**src/rtl/seq_ctrl_gen_pkg.sv**
```systemverilog
// Shared types and constants for the seq_ctrl_gen controller.
// State encoding and status-code bit positions live here so that the FSM
// and anything decoding `code` agree on one definition.
package seq_ctrl_gen_pkg;

  typedef enum logic [2:0] {
    ST_IDLE = 3'd0,
    ST_LOAD = 3'd1,
    ST_RUN  = 3'd2,
    ST_HOLD = 3'd3,
    ST_DONE = 3'd4
  } state_t;

  // Bit positions inside the registered status code
  localparam int CODE_IDLE_B  = 0;
  localparam int CODE_RUN_B   = 1;
  localparam int CODE_DONE_B  = 2;
  localparam int CODE_CNT_LSB = 3;

endpackage

```
**src/rtl/seq_ctrl_cnt.sv**
```systemverilog
// Run-length counter for seq_ctrl_gen.
// Holds the terminal value (loaded on accept) and the running count.
// q_nxt exposes the value q takes at the next edge so the FSM can
// register a status code that matches the count in the same cycle.
module seq_ctrl_cnt #(
  parameter int CNT_W = 6
) (
  input  logic             clk,
  input  logic             rst,
  input  logic             load,
  input  logic [CNT_W-1:0] load_val,
  input  logic             clr,
  input  logic             en,
  output logic [CNT_W-1:0] q,
  output logic [CNT_W-1:0] q_nxt,
  output logic             tc
);

  logic [CNT_W-1:0] term;

  // Next count: clear wins over increment; no wrap guard needed since the
  // FSM stops enabling once the terminal compare fires.
  always_comb begin
    q_nxt = q;
    if (rst || clr)
      q_nxt = '0;
    else if (en)
      q_nxt = q + CNT_W'(1);
  end

  // Count and terminal-value registers
  always_ff @(posedge clk) begin
    if (rst) begin
      q    <= '0;
      term <= '0;
    end else begin
      q <= q_nxt;
      if (load)
        term <= load_val;
    end
  end

  assign tc = (q == term);

endmodule

```
**src/rtl/seq_ctrl_gen.sv**
```systemverilog
// seq_ctrl_gen: start/stop/pause run controller with one-shot and
// auto-repeat modes. All outputs are registered from next-state/next-count.
// Optional build macro SEQ_CTRL_GEN_WATCHDOG_EN adds a HOLD-state watchdog
// that aborts to IDLE after 2^CNT_W cycles in HOLD and pulses wd_err.
module seq_ctrl_gen
  import seq_ctrl_gen_pkg::*;
#(
  parameter int CNT_W      = 6,
  parameter int CODE_W     = 7,
  parameter bit REPEAT_DEF = 1'b0
) (
  input  logic              CK,
  input  logic              RST,
  input  logic              start,
  input  logic [CNT_W-1:0]  len,
  input  logic              repeat_i,
  input  logic              pause,
  input  logic              stop,
  output logic              ready,
  output logic              busy,
  output logic              done,
  output logic [CNT_W-1:0]  cnt,
  output logic [CODE_W-1:0] code
`ifdef SEQ_CTRL_GEN_WATCHDOG_EN
  ,
  output logic              wd_err
`endif
);

  state_t             state, state_nxt;
  logic               rep_r;
  logic               accept;
  logic               cnt_clr, cnt_en, tc;
  logic [CNT_W-1:0]   cnt_nxt;
  logic [CODE_W-1:0]  code_nxt;
  logic               wd_exp;

  assign accept = (state == ST_IDLE) && start;

`ifdef SEQ_CTRL_GEN_WATCHDOG_EN
  logic [CNT_W-1:0] wd_cnt;

  // Expiry on the 2^CNT_W-th consecutive HOLD cycle
  assign wd_exp = (state == ST_HOLD) && (wd_cnt == '1);

  // Watchdog counter runs only while staying in HOLD; wd_err marks the abort
  always_ff @(posedge CK) begin
    if (RST) begin
      wd_cnt <= '0;
      wd_err <= 1'b0;
    end else begin
      wd_cnt <= (state == ST_HOLD && state_nxt == ST_HOLD) ? wd_cnt + CNT_W'(1) : '0;
      wd_err <= wd_exp && pause && !stop;
    end
  end
`else
  assign wd_exp = 1'b0;
`endif

  // Next-state and counter control; stop outranks pause, pause outranks
  // terminal count
  always_comb begin
    state_nxt = state;
    cnt_clr   = 1'b0;
    cnt_en    = 1'b0;
    case (state)
      ST_IDLE: if (start) state_nxt = ST_LOAD;
      ST_LOAD: begin
        cnt_clr   = 1'b1;
        state_nxt = ST_RUN;
      end
      ST_RUN: begin
        if (stop)       state_nxt = ST_IDLE;
        else if (pause) state_nxt = ST_HOLD;
        else if (tc)    state_nxt = ST_DONE;
        else            cnt_en    = 1'b1;
      end
      ST_HOLD: begin
        if (stop)        state_nxt = ST_IDLE;
        else if (!pause) state_nxt = ST_RUN;
        else if (wd_exp) state_nxt = ST_IDLE;
      end
      ST_DONE: state_nxt = (stop || !rep_r) ? ST_IDLE : ST_LOAD;
      default: state_nxt = ST_IDLE;
    endcase
  end

  seq_ctrl_cnt #(.CNT_W(CNT_W)) u_cnt (
    .clk      (CK),
    .rst      (RST),
    .load     (accept),
    .load_val (len),
    .clr      (cnt_clr),
    .en       (cnt_en),
    .q        (cnt),
    .q_nxt    (cnt_nxt),
    .tc       (tc)
  );

  // Count field of the status code: zero-extend or truncate next count
  if (CODE_W > CODE_CNT_LSB) begin : g_code_cnt
    localparam int CB = CODE_W - CODE_CNT_LSB;
    logic [CB+CNT_W-1:0] cnt_ext;
    assign cnt_ext = {{CB{1'b0}}, cnt_nxt};
    assign code_nxt[CODE_W-1:CODE_CNT_LSB] = cnt_ext[CB-1:0];
  end

  assign code_nxt[CODE_IDLE_B] = (state_nxt == ST_IDLE);
  assign code_nxt[CODE_RUN_B]  = (state_nxt == ST_RUN) || (state_nxt == ST_HOLD);
  assign code_nxt[CODE_DONE_B] = (state_nxt == ST_DONE);

  // State, mode and registered status outputs
  always_ff @(posedge CK) begin
    if (RST) begin
      state <= ST_IDLE;
      rep_r <= REPEAT_DEF;
      ready <= 1'b1;
      busy  <= 1'b0;
      done  <= 1'b0;
      code  <= '0;
    end else begin
      state <= state_nxt;
      if (accept)
        rep_r <= repeat_i;
      ready <= (state_nxt == ST_IDLE);
      busy  <= (state_nxt == ST_LOAD) || (state_nxt == ST_RUN) || (state_nxt == ST_HOLD);
      done  <= (state_nxt == ST_DONE);
      code  <= code_nxt;
    end
  end

endmodule

```
**config.mk**
```make
export PLATFORM = sky130hd
export DESIGN_NAME = seq_ctrl_gen
export DESIGN_NICKNAME = d
export VERILOG_FILES = /design/src/rtl/seq_ctrl_gen_pkg.sv /design/src/rtl/seq_ctrl_cnt.sv /design/src/rtl/seq_ctrl_gen.sv
export SDC_FILE = /design/constraint.sdc
export NUM_CORES = 1
export LEC_CHECK = 0
export BUFFER_PORTS_ARGS = -buffer_cell sky130_fd_sc_hd__buf_4
export CORE_MARGIN = 2
export CORE_UTILIZATION = 46
export DETAILED_ROUTE_END_ITERATION = 8
export GPL_TIMING_DRIVEN = 1
export HOLD_SLACK_MARGIN = 0.05
export PLACE_DENSITY = 0.73
export SYNTH_ARGS = -nofsm -noshare
export SYNTH_HDL_FRONTEND = slang
export SYNTH_HIERARCHICAL = 1
export SYNTH_SLANG_ARGS = --single-unit
```
**constraint.sdc**
```tcl
create_clock -name CK -period 2.2 [get_ports CK]
set_input_delay 0.22 -clock CK [delete_from_list [all_inputs] [get_ports CK]]
set_output_delay 0.22 -clock CK [all_outputs]
set_load 0.005 [all_outputs]
```
==> flow_summary.yaml <==
floorplanning:
  fp-row-count: 17
  ios: 28
  fp.dieW_um: 51.6
  core_sq_um: 2170
  die_y_um: 51.6
  die_area_sq_um: 2660
  floorplan.initialDensity_pct: 48.0
cells_and_area:
  fin_nets: 145
  diodes: 0
  drive_gt1_share_pct: 32.1
  area_growth_syn_to_layout_pct: 25.0
  fillers: 206
  stdcell_count: 159
critical_path:
  cp.arrival_ps: 2200
  rr_worst_depth: 6
  r2r_slack_ps: 220
  rr_startpoint: "state[2]"
  critPathTopFamily: "simple AND/OR/NAND/NOR gates"
  worstPathRequired_ps: 2420
  start_kind: "flop"
  worst_path_largest_cell_delay_ps: 570
  crit_buf_inv: 1
  reg2reg_to: "code[4]"
  path_class: "flop to flop"
  worstPathCellList: "or4b_4, nor3_1, buf_4, mux2i_1, nor2_1, nor2b_1"
  cp-end-kind: "flop"
  crit_fanout: 7
  crit_slowest_cell: "or4b_4"
cts:
  htreeDepth: 1
  clk_pin_slew_ps: 140
  cts_buffers: 3
  cts_sinks: 25
  cts_resized: 0
  clock_latency_ps: 310
  ctsHoldBuffers: 0
  cts_max_path_buffers: 2
  cts_setup_buffers: 0
  cts_tree: "done"
  root_buffer: "clkbuf_4"
run:
  drv_cap: 0
logic_synthesis:
  syn_inst: 102
  syn_nets: 115
  synth.avg_cell_area_sq_um: 10.2
  ys_warn_count: 6
  syn_area_sq_um: 1040
hold_path:
  hold_end: "u_cnt/term[2]"
  hold_path_class: "input pin to flop"
  hold_start: "len[2]"
  holdPathStages: 3
placement:
  hpwlAfterDp_um: 1430
  place_ws_ps: 253
  io_buffers: 27
  place.gp.congestion: 0.783
  dpl.cell_count: 155
power_and_ir_drop:
  powerDensity_nw_per_um2: 629
  peakVddDrop_v: 0.000331
  p_leak_uw: 0.000563
  finalPower_uw: 819
routing:
  drt_wl_total_um: 1930
  wl_met2_um: 1010
  viasPerCell: 5.00
  wire_per_inst_um: 12.1
  vias: 795
  routed.top_layer: "met3"
  wl_met1_um: 844
  dr.pass1.iters: 4
  drt_iter0_drc: 9
  drc: 0
  detail-route-antenna-nets: 0
  route.met3.wl_um: 73
global_routing:
  grt_pass1_vias: 826
  antenna_found_initial: 0
  grtUsageTotal_pct: 17.0
  grt_pass1_wl_um: 3420
  gr-total-overflow: 0
  grt_max_degree: 21
sta:
  final-setup-viol-count: 0
  max_slew_margin_pct: 80.0
  finalMaxSlewViolations: 0
  fin_skew_ps: 7.84
  period_share_pct: 90.1
  worst_slack_ps: 218
  worstMarginPinSlew_ps: 298
  hold_violations: 0
  rsz0062_at_grt: "false"
  period_minus_slack_ps: 1980
  tns_ps: 0
  fmax_mhz: 504
outcome:
  status: "complete, no violations"
## through the flow
stage / hold slack, ps / utilization (%) / area, sq um
5_1_grt: 119 / 60.0 / 1300
3_3_place_gp: 455 / 58.7 / 1270
2_1_floorplan: 292 / - / 1040
4_1_cts: 126 / 60.0 / 1300
3_5_place_dp: 465 / 58.7 / 1270
6_report: 139 / 60.0 / 1300
## placed cells by master (no fill, tap or decap), types with 2 or more instances in the layout
cell type and count:
mux2i_1 8, nor2_1 16, a21oi_1 3, dfxtp_1 25
nor4_1 2, xnor2_1 5, nand2_1 2, nor3_1 5
buf_4 30, nor2b_1 4, clkbuf_4 3, nand4_1 2
nand3b_1 2, xor2_1 5
## tightest hold or removal path, stage by stage
cell,delay (ps)
buf_4,80
mux2i_1,50
nor2_1,70
## where the power goes
part           total (uW)  switching [uW]  internal [uW]
clock network         203             134           69.3
logic                 127            58.5           68.8
registers             489            13.1            476
## sequential cells by signal, summed over array words and instances, names as in the netlist
signal      flops
u_cnt/term      6
rep_r           1
busy            1
ready           1
code            7
u_cnt/q         6
state           3
## worst max-delay path by stage
stage	start	to	slack [ps]	depth (start not counted)
floorplan	state[1]	u_cnt/q[5]	90	6
global placement	stop	u_cnt/q[5]	320	6
detailed placement	state[2]	code[4]	250	6
CTS	state[2]	code[4]	220	6
global route	state[0]	code[4]	100	6
finish	state[2]	code[4]	220	6
## per-layer routing
| metal | vias up | global-route usage [%] |
|---|---|---|
| met1 | 370 | 19.1 |
| li1 | 408 | - |
| met4 | 0 | 5.26 |
| met5 | - | 0 |
| met2 | 17 | 31.6 |
| met3 | 0 | 3.45 |
## area by class of cell
type | count | area, sq um | area share (%)
clock inverter | 1 | 7.51 | 0.576
tap | 28 | 35.0 | 2.69
sequential | 25 | 500 | 38.4
multi-input combinational | 72 | 512 | 39.3
clock buffer | 3 | 22.5 | 1.73
timing repair buffer | 30 | 225 | 17.3
Note: power is estimated with default switching activity, not from simulation.
